==> config.mk <==
export PLATFORM = sky130hd
export DESIGN_NAME = imem_arbiter
export DESIGN_NICKNAME = d
export VERILOG_FILES = /design/src/rtl/imem_arbiter.sv
export SDC_FILE = /design/constraint.sdc
export NUM_CORES = 1
export LEC_CHECK = 0
export BUFFER_PORTS_ARGS = -buffer_cell sky130_fd_sc_hd__buf_2
export CAP_MARGIN = 10
export CORE_AREA = 2 2 89 91
export CTS_CLUSTER_SIZE = 40
export DETAILED_ROUTE_END_ITERATION = 6
export DIE_AREA = 0 0 91 93
export HOLD_SLACK_MARGIN = 0.03
export PLACE_DENSITY = 0.65
export SLEW_MARGIN = 20
export SYNTH_ARGS = -nofsm -noshare
export SYNTH_HDL_FRONTEND = slang
export SYNTH_SLANG_ARGS = --single-unit
==> constraint.sdc <==
create_clock -name clk -period 2.5 [get_ports clk]
set_input_delay 0.75 -clock clk [delete_from_list [all_inputs] [get_ports clk]]
set_output_delay 0.75 -clock clk [all_outputs]
set_load 0.01 [all_outputs]
==> src/rtl/imem_arbiter.sv <==
// Shares the single-port IMEM between the IF fetch port and the program loader,
// and holds the core in stall while an image is (re)loaded.
//
// state     | meaning
// ST_BOOT   | loader owns IMEM after reset, core held
// ST_RUN    | fetch owns IMEM, core running
// ST_DRAIN  | one idle cycle so the last RUN read can return
// ST_RELOAD | loader owns IMEM again, core held
module imem_arbiter #(
    parameter int IMEM_ADDR_WIDTH = 32,
    parameter int IMEM_DATA_DEPTH = 2048,
    parameter bit BOOT_LOAD       = 1'b1,
    localparam int MEM_AW         = $clog2(IMEM_DATA_DEPTH)
) (
    input  logic                       clk,
    input  logic                       resetn,
    input  logic                       fetch_req,
    input  logic [IMEM_ADDR_WIDTH-1:0] fetch_addr,
    output logic                       fetch_gnt,
    output logic                       fetch_rvalid,
    output logic [31:0]                fetch_rdata,
    output logic                       fetch_err,
    input  logic                       load_req,
    input  logic [IMEM_ADDR_WIDTH-1:0] load_addr,
    input  logic [31:0]                load_wdata,
    input  logic                       load_done,
    output logic                       load_gnt,
    output logic                       load_err,
    output logic [MEM_AW:0]            load_count,
    output logic                       core_hold,
    output logic                       mem_en,
    output logic                       mem_we,
    output logic [MEM_AW-1:0]          mem_addr,
    output logic [31:0]                mem_wdata,
    input  logic [31:0]                mem_rdata
);

    localparam logic [MEM_AW:0] COUNT_MAX = (MEM_AW+1)'(IMEM_DATA_DEPTH);
    localparam logic [IMEM_ADDR_WIDTH:0] ADDR_LIMIT =
        (IMEM_ADDR_WIDTH+1)'(64'(IMEM_DATA_DEPTH) * 64'd4);
    localparam logic [31:0] NOP = 32'h0000_0013;

    typedef enum logic [1:0] {
        ST_BOOT   = 2'd0,
        ST_RUN    = 2'd1,
        ST_DRAIN  = 2'd2,
        ST_RELOAD = 2'd3
    } state_t;

    state_t state;
    state_t state_nxt;
    logic   fetch_bad;
    logic   load_bad;
    logic   rd_valid;
    logic   rd_err;

    assign fetch_bad = (fetch_addr[1:0] != 2'b00) || ({1'b0, fetch_addr} >= ADDR_LIMIT);
    assign load_bad  = (load_addr[1:0]  != 2'b00) || ({1'b0, load_addr}  >= ADDR_LIMIT);

    always_ff @(posedge clk) begin
        if (!resetn) begin
            if (BOOT_LOAD) state <= ST_BOOT;
            else           state <= ST_RUN;
        end else begin
            state <= state_nxt;
        end
    end

    always_comb begin
        state_nxt = state;
        case (state)
            ST_BOOT, ST_RELOAD: if (load_done) state_nxt = ST_RUN;
            ST_RUN:             if (load_req)  state_nxt = ST_DRAIN;
            ST_DRAIN:           state_nxt = ST_RELOAD;
            default:            state_nxt = state;
        endcase
    end

    // A loader request in RUN blocks fetch immediately so DRAIN only ever
    // has at most one read to let through.
    always_comb begin
        fetch_gnt = 1'b0;
        load_gnt  = 1'b0;
        case (state)
            ST_BOOT, ST_RELOAD: load_gnt  = load_req;
            ST_RUN:             fetch_gnt = fetch_req && !load_req;
            default: begin
                fetch_gnt = 1'b0;
                load_gnt  = 1'b0;
            end
        endcase
    end

    assign mem_en    = (fetch_gnt && !fetch_bad) || (load_gnt && !load_bad);
    assign mem_we    = load_gnt && !load_bad;
    assign mem_addr  = load_gnt ? load_addr[MEM_AW+1:2] : fetch_addr[MEM_AW+1:2];
    assign mem_wdata = load_wdata;

    always_ff @(posedge clk) begin
        if (!resetn) begin
            rd_valid   <= 1'b0;
            rd_err     <= 1'b0;
            load_err   <= 1'b0;
            load_count <= '0;
            core_hold  <= BOOT_LOAD;
        end else begin
            rd_valid  <= fetch_gnt;
            rd_err    <= fetch_gnt && fetch_bad;
            load_err  <= load_gnt && load_bad;
            core_hold <= (state_nxt != ST_RUN);
            if (state == ST_DRAIN)
                load_count <= '0;
            else if (mem_we && (load_count != COUNT_MAX))
                load_count <= load_count + 1'b1;
        end
    end

    // IMEM returns data the cycle after the access, so rdata is steered combinationally.
    assign fetch_rvalid = rd_valid;
    assign fetch_err    = rd_err;
    assign fetch_rdata  = !rd_valid ? 32'h0 : (rd_err ? NOP : mem_rdata);

endmodule

Word-level counts from Yosys, hierarchy flattened
Index checks and enable logic that the tools add are counted.
{"block": "op_classes", "addsub": 1, "order_cmp": 2, "eq_ne": 5, "muxes": 8, "bitwise_logic": 1, "reduce_logical": 17}
{"cell": "$ge 32x14->1 const B", "count": 2}
{"cell": "$mux 32", "count": 2}
{"cell": "$add 12x1->12 const B", "count": 1}
{"cell": "$ne 12x12->1 const B", "count": 1}
{"cell": "$mux 11", "count": 1}
{"cell": "$logic_and 1x1->1", "count": 6}
{"cell": "$pmux 2 s3", "count": 1}
{"cell": "$eq 2x2->1 const B", "count": 2}
{"cell": "$mux 2", "count": 2}
{"cell": "$reduce_bool 2->1", "count": 2}
{"cell": "$reduce_or 2->1", "count": 2}
{"cell": "$logic_not 1->1", "count": 3}
{"cell": "$logic_or 1x1->1", "count": 3}
{"cell": "$eq 2x1->1 const B", "count": 1}
{"cell": "$logic_not 2->1", "count": 1}
{"cell": "$mux 1", "count": 2}
{"cell": "$ne 2x1->1 const B", "count": 1}
{"cell": "$not 1->1", "count": 1}
{"block": "totals", "ff_bits": 18, "out_inout_bits": 95}

Logic depth before layout (Yosys ltp)
Gate-level depths: netlist (run 1).
{"block": "depth", "word_depth": 5, "depth_mapped": 8}

Worst setup path after synthesis (run 1)
OpenSTA, ideal clock, no wires.
{"block": "synth_timing", "kind": "input-to-output", "startpoint": "in load_addr[27]", "endpoint": "out mem_en", "arrival_ns": 2.100, "t_required_ns": 1.750, "setup_slack_ns": -0.350, "cell_stages": 4, "path_cell_list": "or4_4 nor4b_4 nor3b_1 a21o_1"}
{"block": "synth_via", "elab_chain_len": 5}
{"item": "start: declaration", "line": "24", "text": "input logic [IMEM_ADDR_WIDTH-1:0] load_addr,"}
{"item": "$ge 32x14->1", "line": "58", "text": "assign load_bad = (load_addr[1:0] != 2'b00) || ({1'b0, load_addr} >= ADDR_LIMIT);"}
{"item": "$logic_or 1x1->1", "line": "58"}
{"item": "$logic_not 1->1"}
{"item": "$logic_and 1x1->1"}
{"item": "named net mem_we", "line": "32", "text": "output logic mem_we,"}
{"item": "$logic_or 1x1->1", "line": "94", "text": "assign mem_en = (fetch_gnt && !fetch_bad) || (load_gnt && !load_bad);"}
{"item": "end: declaration", "line": "31", "text": "output logic mem_en,"}
The timed path passes the listed nets, and every way through them passes these cells.

Worst setup path after layout (run 1)
{"block": "layout_timing", "startpoint": "in load_addr[27]", "endpoint": "out mem_en"}
{"block": "layout_via", "elab_chain_len": 5}
{"item": "$ge 32x14->1", "line": "58"}
{"item": "$logic_or 1x1->1", "line": "58"}
{"item": "$logic_not 1->1", "line": "94"}
{"item": "$logic_and 1x1->1", "line": "94"}
{"item": "$logic_or 1x1->1", "line": "94"}
No other way between the ends.

==> impl_metrics.toml, run 1 <==
[run_status]
status = "finished, violations left"
violations = "setup timing"

[sta]
fin_skew_ps = 2.39
finalCritPeriodShare_pct = 115
holdWs_ps = 521
finalCriticalPeriod_ps = 2880
finalHoldViolCount = 0
rsz0062_at_grt = "yes"
finalSetupTns_ps = -707
fin_ws_ps = -378
setup_violations = 2
relSlewSlack_pct = 60.8
max_freq_mhz = 347
drv_slew = 0
tightest_slew_ps = 587

[die]
start_util_pct = 21.3
die-width_um = 91
die_height_um = 93
pin_count = 228
rows = 32
dieArea_sq_um = 8460
core_area_sq_um = 7530

[clock_tree]
ctsHoldBuffers = 0
cts.path.max_buffers = 2
numCtsBuffers = 3
clock_sinks = 18
cts.htree.levels = 1
cts_tree = "built"
root_buffer = "clkbuf_8"
clk_latency_ps = 250
clk_pin_slew_ps = 70

[global_route]
grt_max_degree = 20
grt_antenna_before_repair = 0
grt_pass1_vias = 1929
grt_pass1_wl_um = 9150
track_usage_pct = 13.2
grt-ovfl-total = 0

[setup_path]
regToRegSetupSlack_ps = 390
end_kind = "output pin"
critical_path_class = "in2out"
worst_ep_required_time_ps = 1750
arrival_ps = 2130
critPathLaunchType = "input pin"
path_cells = "buf_6 > or4_4 > nor4b_4 > nor3b_4 > a21o_1 > buf_2"
max_stage_delay_ps = 540
cp_max_fo = 2
slowest_stage = "or4_4"

[final_layout]
fin_nets = 489
drive_above_1_share_pct = 60.4
antenna_cells = 0
stdcell_area_sq_um = 2600
fin_util_pct = 34.6
area_growth_pct = 62.5

[route]
drc = 0
num_vias = 2031
ant_nets = 0
dr.pass1.iters = 4
drtIter0Drc = 91
wl_per_cell_um = 13.4
wl_um = 6080
via_per_inst = 4.48

[logic_synthesis]
synth_area_leader_cell = "dfxtp_1"
async_reset_ff_share_pct = 0
ys_ff_latch = 18
yosysUniqueCellTypes = 34
syn_area_sq_um = 1600
ys_seq_area_share_pct = 22.5
synth_nets = 341
syn_area_per_cell_sq_um = 7.86
synthTopCellsByArea = "dfxtp_1 22%, buf_4 15%, and2_1 12%"
synth_warnings = 0
synth_edf_count = 0
netlist_top_cells_count = "32 x buf_4, 31 x and2_1, 18 x dfxtp_1"
synthFlopType = "dfxtp_1"
yosysMostFrequentCell = "buf_4"
yosys.area.top_type_share_pct = 22.5
synthCells = 204

[hold_path]
min_path_type = "reg2reg"

[pwr]
ir_drop_mv = 0.410
p_per_area_nw_per_um2 = 472
cellLeakagePower_uw = 0.00138

[placement]
io_buffers = 163
gp_congestion = 0.778
dp_worst_setup_slack_ps = -427
dpl_cell_area_sq_um = 2370
dp_hpwl_um = 4980

[flow_run]
max_cap_viol_count = 0
[critical path, delay by kind of cell]
family                 cells  cell delay, ps
buffers and inverters      2             210
and+or+nand+nor            3            1050
AOI/OAI and AO/OA          1             100
[flip-flops by register name, summed over array words and instances, names as in the netlist]
register      cells
load_err          1
load_count       12
fetch_err         1
core_hold         1
fetch_rvalid      1
state             2
[cell families (layout without fill, tap and decap cells)]
| logic type | count (synthesis) | in the layout | synth area share, % |
|---|---|---|---|
| compound gates | 29 | 29 | 10.4 |
| simple gates | 96 | 97 | 36.8 |
| mux | 12 | 12 | 8.35 |
| flops | 18 | 18 | 22.5 |
| xor+xnor | 1 | 1 | 0.547 |
| buf+inv | 44 | 190 | 18.3 |
| fa+ha+maj | 4 | 4 | 3.12 |
[area by class of cell]
class / instances / area, sq um
repair buffers: 180 / 986
clock buffers: 4 / 55.1
well taps: 102 / 128
flip-flops and latches: 18 / 362
fillers: 809 / 4920
inverters: 6 / 22.5
multi-input cells: 143 / 1050
[layer usage]
metal / up-vias / part of all wire [%] / track usage [%] / wire, um
met5: - / 0 / 0 / 0
met4: 0 / 0.66 / 3.03 / 40
met1: 909 / 34 / 12.7 / 2040
li1: 977 / - / - / -
met2: 143 / 55 / 27.9 / 3360
met3: 2 / 10 / 2.90 / 636
[metrics by stage]
stage          total power [uW]  std cells
5_1_grt                    1310        453
3_5_place_dp                855        442
6_report                   1230        453
3_3_place_gp                848        442
2_1_floorplan               680        204
4_1_cts                    1220        450
[placed cells by master, fill, tap and decap left out, drive strengths merged]
master and instances:
nand2b 1, mux2i 1, a21oi 11, xnor2 1, nand4 5, dfxtp 18, nand4bb 2, ha 4
and2 31, nand3 5, inv 6, and3 4, nor4 9, nor2 10, nor4b 2, o21ai 11
or3 12, buf 179, nor2b 2, nand2 8, mux2 11, nor3b 1, a21o 1, o211a 1
o21a 4, a311oi 1, bufbuf 1, clkbuf 4, or4 2, nor3 2, and4 1
[what timing repair did]
action	CTS	global route
resized for setup	8	12
gates cloned	2	0
endpoints found under the setup margin	16	9
setup buffers	2	3
pin swaps	1	6
[power breakdown]
part / switching, uW / internal (uW)
logic: 280 / 375
registers: 16.0 / 315
clock network: 101 / 140
[final timing paths]
check                                    start             end  depth (start not counted)
worst max register to register        state[0]   load_count[7]                         10
worst min register to register  load_count[11]  load_count[11]                          2
worst min-delay path            load_count[11]  load_count[11]                          2
worst max-delay path             load_addr[27]          mem_en                          6
Power figures use the tool's default switching activity.
==> inputs of run 2 (changes only) <==
--- a/config.mk
+++ b/config.mk
@@ -5,6 +5,7 @@
 export SDC_FILE = /design/constraint.sdc
 export NUM_CORES = 1
 export LEC_CHECK = 0
+export ABC_AREA = 1
 export BUFFER_PORTS_ARGS = -buffer_cell sky130_fd_sc_hd__buf_2
 export CAP_MARGIN = 10
 export CORE_AREA = 2 2 89 91
@@ -12,7 +13,7 @@
 export DETAILED_ROUTE_END_ITERATION = 6
 export DIE_AREA = 0 0 91 93
 export HOLD_SLACK_MARGIN = 0.03
-export PLACE_DENSITY = 0.65
+export PLACE_DENSITY = 0.68
 export SLEW_MARGIN = 20
 export SYNTH_ARGS = -nofsm -noshare
 export SYNTH_HDL_FRONTEND = slang
==> impl_metrics.toml, run 2 <==
[final_layout]
regMostFlops = "load_count"
area_growth_pct = 48.1
final_common_cell = "buf_2"
fill_cells = 839
final_cell_mix = "158 x buf_2, 77 x nand2_1, 65 x nor2_1"
largest_register_ffs = 12
drive_above_1_share_pct = 42.7
reg.largest.list = "load_count (12), state (2)"
stdcell_area_sq_um = 2720
fin_nets = 599
final_cells = 564

[global_route]
grt-ovfl-total = 0
grt_max_degree = 30
grt_antenna_before_repair = 1
grt_pass1_vias = 2280
grt_pass1_wl_um = 10800
track_usage_pct = 15.9

[pwr]
seqPwrFrac_pct = 35.2
ir_drop_mv = 0.144
p_comb_share_pct = 36.5
power_frac_clock_pct = 28.2
netSwitchingFraction_pct = 31.9
cellLeakagePower_uw = 0.00159
p_per_area_nw_per_um2 = 315
p_int_uw = 585
finalPower_uw = 859
switching_power_uw = 274

[sta]
rsz0062_at_grt = "yes"
setup_violations = 1
fin_skew_ps = 1.25
holdWs_ps = 513
tightest_slew_ps = 489
finalCriticalPeriod_ps = 2500
fin_ws_ps = -3.00
finalHoldViolCount = 0
relSlewSlack_pct = 67.3
finalCritPeriodShare_pct = 100
max_freq_mhz = 400
drv_slew = 0

[logic_synthesis]
synthTopCellsByArea = "dfxtp_1 20%, nand2_1 17%, nor2_1 15%"
async_reset_ff_share_pct = 0
synthCells = 329
synthAdderAreaFrac_pct = 2.72
synth_warnings = 0
synth_edf_count = 0
synth_compound_area_share_pct = 4.56
syn_area_per_cell_sq_um = 5.59
yosysUniqueCellTypes = 24
synth_top_family_by_area = "simple AND/OR/NAND/NOR gates"
ys_ff_latch = 18
yosys.area.top_type_share_pct = 19.6
syn_area_sq_um = 1840
ys_seq_area_share_pct = 19.6
synthSimpleGateAreaFrac_pct = 42.8
yosysMostFrequentCell = "nand2_1"
synth.mux.area_fraction_pct = 0
synth_area_leader_cell = "dfxtp_1"
synth_nets = 466
netlist_top_cells_count = "82 x nand2_1, 73 x nor2_1, 53 x inv_1"
synthFlopType = "dfxtp_1"
synth-xor-area-share_pct = 3.34

[setup_path]
cp_max_fo = 2
crit_top_cell = "nand2_2"
end_kind = "output pin"
path_cells = "buf_2 > nor2_2 > nand2_2 > nor2_4 > nand2_2 > nor3_4 > nand4_1 > nand2_2 > buf_6"
critical_path_class = "in2out"
critPathBufInv = 2
cpLargestDelayFamily = "simple AND/OR/NAND/NOR gates"
regToRegSetupSlack_ps = 670
critPathLaunchType = "input pin"
worst_ep_required_time_ps = 1750
r2r_cells = 8
reg2reg_from = "state[0]"
slowest_stage = "nor3_4"
max_stage_delay_ps = 190
arrival_ps = 1750
rr_endpoint = "load_count[8]"

[run_status]
violations = "setup timing"
status = "finished, violations left"

[die]
die-width_um = 91
pin_count = 228
core_area_sq_um = 7530
start_util_pct = 24.4
dieArea_sq_um = 8460
rows = 32
die_height_um = 93

[clock_tree]
numCtsBuffers = 3
cts_tree = "built"
clk_latency_ps = 250
cts.htree.levels = 1
clock_sinks = 18
clk_pin_slew_ps = 70
cts.path.max_buffers = 2
ctsHoldBuffers = 0
root_buffer = "clkbuf_8"

[hold_path]
min_delay_worst_endpoint = "load_count[1]"
min_path_type = "reg2reg"
hold_start = "load_count[1]"
whs_path_depth = 2

[route]
drc = 0
via_per_inst = 4.27
dr.pass1.iters = 4
drtIter0Drc = 51
wl_um = 7170
ant_nets = 0
wl_per_cell_um = 12.7
num_vias = 2409

[placement]
dp_cells = 557
gp_congestion = 0.808
dp_worst_setup_slack_ps = -38.5
dpl_cell_area_sq_um = 2540
dp_hpwl_um = 6140
io_buffers = 163

[flow_run]
max_cap_viol_count = 0
-- run 2: cell count changes after synthesis, sizes merged, moves of 5 or more --
cell   before  now
nor2       10   78
and2       31    0
inv         6   53
buf        33   38
or3        12    0
mux2       11    0
nand3       5   22
nor4        9    0
o21ai      11    1
nand2       8   82
-- run 2: cell families after synthesis --
logic type                 count (synthesis)
buffers and inverters                     94
adders and majority gates                  4
and+or+nand+nor                          190
AOI/OAI and AO/OA                         16
DFF                                       18
xor gates and xnor gates                   7
-- run 2: worst max-delay path by stage --
stage,startpoint,to,slack (ps),cells after the start
after detailed placement,fetch_addr[31],mem_en,-40,9
after floorplan,load_addr[0],mem_en,130,7
after global placement,fetch_addr[31],mem_en,-30,9
after global routing,fetch_addr[29],mem_en,-100,9
after CTS,load_addr[0],mem_en,9,8
final,fetch_addr[29],mem_en,-3,9
-- run 2: power by group through the flow --
stage	Sequential [uW]	Combinational, uW	Clock [uW]
2_1_floorplan	311	178	0
3_3_place_gp	309	276	0
3_5_place_dp	309	284	0
4_1_cts	303	307	249
5_1_grt	303	351	261
6_report	303	314	243
-- run 2: repair_timing --
item                                    4_1_cts  5_1_grt
pin swaps                                     3       11
setup buffers                                 1        0
gates cloned                                  1        0
endpoints found under the setup margin       12        2
resized for setup                             7       20
-- run 2: worst reg2reg max path, stage by stage, from the launching register on --
cell	delay, ps
dfxtp_1	350
inv_1	90
ha_4	270
nand2_4	110
clkinvlp_4	150
buf_4	170
nand3_1	380
nand2_1	100
a21oi_1	140
-- run 2: per-layer routing --
| metal | up-vias | GRT usage (%) | share of wire, % |
|---|---|---|---|
| li1 | 1218 | - | - |
| met1 | 1040 | 15.7 | 35 |
| met2 | 143 | 33.0 | 55 |
| met3 | 8 | 3.38 | 8.2 |
| met4 | 0 | 4.17 | 1.3 |
| met5 | - | 0 | 0 |
-- run 2: through the flow --
stage / TNS, ps / util [%]
finish: -3.00 / 36.2
floorplan: 0 / -
global route: -99.2 / 36.2
global placement: -26.2 / 33.7
detailed placement: -38.5 / 33.7
CTS: 0 / 35.1
-- run 2: final cells by class --
| cell class | instances | area (sq um) | share of cell area (%) |
|---|---|---|---|
| multi-input cells | 217 | 1060 | 38.8 |
| repair inverters | 1 | 7.51 | 0.276 |
| diodes | 1 | 2.50 | 0.0919 |
| clock buffers | 4 | 55.1 | 2.02 |
| inverters | 53 | 203 | 7.44 |
| well taps | 102 | 128 | 4.69 |
| repair buffers | 168 | 910 | 33.4 |
| flip-flops and latches | 18 | 360 | 13.2 |
==> inputs of run 3 (changes only) <==
--- a/config.mk
+++ b/config.mk
@@ -5,7 +5,6 @@
 export SDC_FILE = /design/constraint.sdc
 export NUM_CORES = 1
 export LEC_CHECK = 0
-export ABC_AREA = 1
 export BUFFER_PORTS_ARGS = -buffer_cell sky130_fd_sc_hd__buf_2
 export CAP_MARGIN = 10
 export CORE_AREA = 2 2 89 91
@@ -13,7 +12,7 @@
 export DETAILED_ROUTE_END_ITERATION = 6
 export DIE_AREA = 0 0 91 93
 export HOLD_SLACK_MARGIN = 0.03
-export PLACE_DENSITY = 0.68
+export PLACE_DENSITY = 0.65
 export SLEW_MARGIN = 20
 export SYNTH_ARGS = -nofsm -noshare
 export SYNTH_HDL_FRONTEND = slang
==> constraint.sdc (replaced) <==
create_clock -name clk -period 2.1 [get_ports clk]
set_input_delay 0.63 -clock clk [delete_from_list [all_inputs] [get_ports clk]]
set_output_delay 0.63 -clock clk [all_outputs]
set_load 0.01 [all_outputs]
==> impl_metrics.toml, run 3 (synthesis results as in run 1) <==
[route]
dr.pass1.iters = 4
via_per_inst = 4.55
wl_per_cell_um = 15.2
drc = 0
drtIter0Drc = 30
ant_nets = 0
num_vias = 2063
wl_um = 6870

[setup_path]
end_kind = "output pin"
rr_endpoint = "load_count[2]"
critical_path_class = "in2out"
arrival_ps = 2000
worst_ep_required_time_ps = 1470
critPathLaunchType = "input pin"
reg2reg_from = "state[0]"
regToRegSetupSlack_ps = 60
r2r_cells = 9
cp_max_fo = 2

[hold_path]
hold_start = "load_count[11]"
min_delay_worst_endpoint = "load_count[11]"
whs_path_depth = 2
min_path_type = "reg2reg"

[clock_tree]
clk_pin_slew_ps = 70
cts.htree.levels = 1
ctsHoldBuffers = 0
cts.path.max_buffers = 2
numCtsBuffers = 3
cts_tree = "built"
clock_sinks = 18
clk_latency_ps = 250
root_buffer = "clkbuf_8"

[global_route]
met1_usage_pct = 12.5
grt_antenna_before_repair = 0
busiest_layer = "met2"
track_usage_pct = 14.0
met2_usage_pct = 30.9
grt_pass1_wl_um = 9590
grt_pass1_vias = 1968
grt_max_degree = 19
grt_util_met3_pct = 3.06
grt-ovfl-total = 0

[flow_run]
max_cap_viol_count = 0

[sta]
setup_violations = 20
finalCritPeriodShare_pct = 125
holdWs_ps = 525
fin_skew_ps = 4.18
fin_ws_ps = -530
relSlewSlack_pct = 57.7
max_freq_mhz = 380
finalHoldViolCount = 0
tightest_slew_ps = 635
finalCriticalPeriod_ps = 2630
rsz0062_at_grt = "yes"
drv_slew = 0

[final_layout]
antenna_cells = 0
regMostFlops = "load_count"
final_common_cell = "buf_2"
register_area_sq_um = 363
largest_register_ffs = 12
stdcell_area_sq_um = 2770
area_growth_pct = 72.8
final_cells = 453
drive_above_1_share_pct = 64.4
multi_input_area_sq_um = 1150
final_cell_mix = "150 x buf_2, 31 x and2_1, 18 x buf_6"
fill_cells = 809
reg.largest.list = "load_count (12), state (2)"
fin_nets = 489

[pwr]
p_per_area_nw_per_um2 = 588
cellLeakagePower_uw = 0.00144
finalPower_uw = 1630
ir_drop_mv = 0.469

[placement]
gp_congestion = 0.816
dp_hpwl_um = 5580
dp_cells = 442
io_buffers = 163
dpl_cell_area_sq_um = 2380

[die]
start_util_pct = 21.3
dieArea_sq_um = 8460
pin_count = 228
die-width_um = 91
rows = 32
die_height_um = 93
core_area_sq_um = 7530

[run_status]
violations = "setup timing"
status = "finished, violations left"
==> run 3: cell count changes in the layout (fill, tap and decap cells not counted), sizes merged, moves of 4 or more <==
| cell | before | now |
|---|---|---|
| or3 | 0 | 12 |
| nor2 | 78 | 10 |
| mux2 | 0 | 11 |
| nand3 | 22 | 5 |
| o21a | 0 | 4 |
| nor4 | 0 | 9 |
| and2 | 0 | 31 |
| inv | 52 | 6 |
| buf | 168 | 180 |
| nand2 | 82 | 8 |
| o21ai | 1 | 11 |
| and3 | 0 | 4 |
==> run 3: where the power goes <==
part / internal [uW] / switching (uW) / leakage, uW / total [uW]
Clock: 167 / 121 / 0.0000288 / 287
Sequential: 377 / 20.8 / 0.000147 / 397
Combinational: 545 / 398 / 0.00127 / 942
Total: 1090 / 539 / 0.00144 / 1630
==> run 3: worst max-delay path by stage <==
stage	cells after the start	to	slack [ps]	from
final	6	mem_en	-530	load_addr[27]
after global routing	6	mem_en	-590	load_addr[27]
after CTS	6	mem_en	-560	load_addr[27]
after detailed placement	6	mem_en	-580	load_addr[27]
after global placement	6	mem_en	-550	load_addr[27]
after floorplan	4	mem_en	-360	load_addr[27]
==> run 3: area by class of cell <==
| type | count | area share, % |
|---|---|---|
| timing repair buffer | 180 | 38.0 |
| clock buffer | 4 | 1.99 |
| tap | 102 | 4.61 |
| multi-input combinational | 143 | 41.4 |
| inverter | 6 | 0.904 |
| sequential | 18 | 13.1 |
==> run 3: per-stage QoR <==
step | setup WS (ps) | TNS [ps] | utilization (%)
global route | -593 | -4510 | 36.8
floorplan | -359 | -988 | -
finish | -530 | -3070 | 36.8
CTS | -561 | -5340 | 34.5
detailed placement | -577 | -7270 | 31.6
global placement | -554 | -6710 | 31.6
==> run 3: repair_timing <==
action,4_1_cts,5_1_grt
hold endpoints to repair,0,0
gates resized for setup,21,41
pin swaps,2,12
gates cloned,1,1
buffers inserted,4,6
endpoints found under the setup margin,25,26
==> run 3: critical path: stages <==
cell and delay, ps:
buf_6 90, or4_4 530, nor4b_4 240, nor3b_4 270
a21o_1 110, buf_2 120
==> run 3: layer usage <==
layer / part of all wire [%] / routed length, um / vias up
met1: 33 / 2260 / 941
li1: - / - / 985
met3: 8.6 / 590 / 4
met2: 57 / 3950 / 133
met5: 0 / 0 / -
met4: 1.1 / 76 / 0
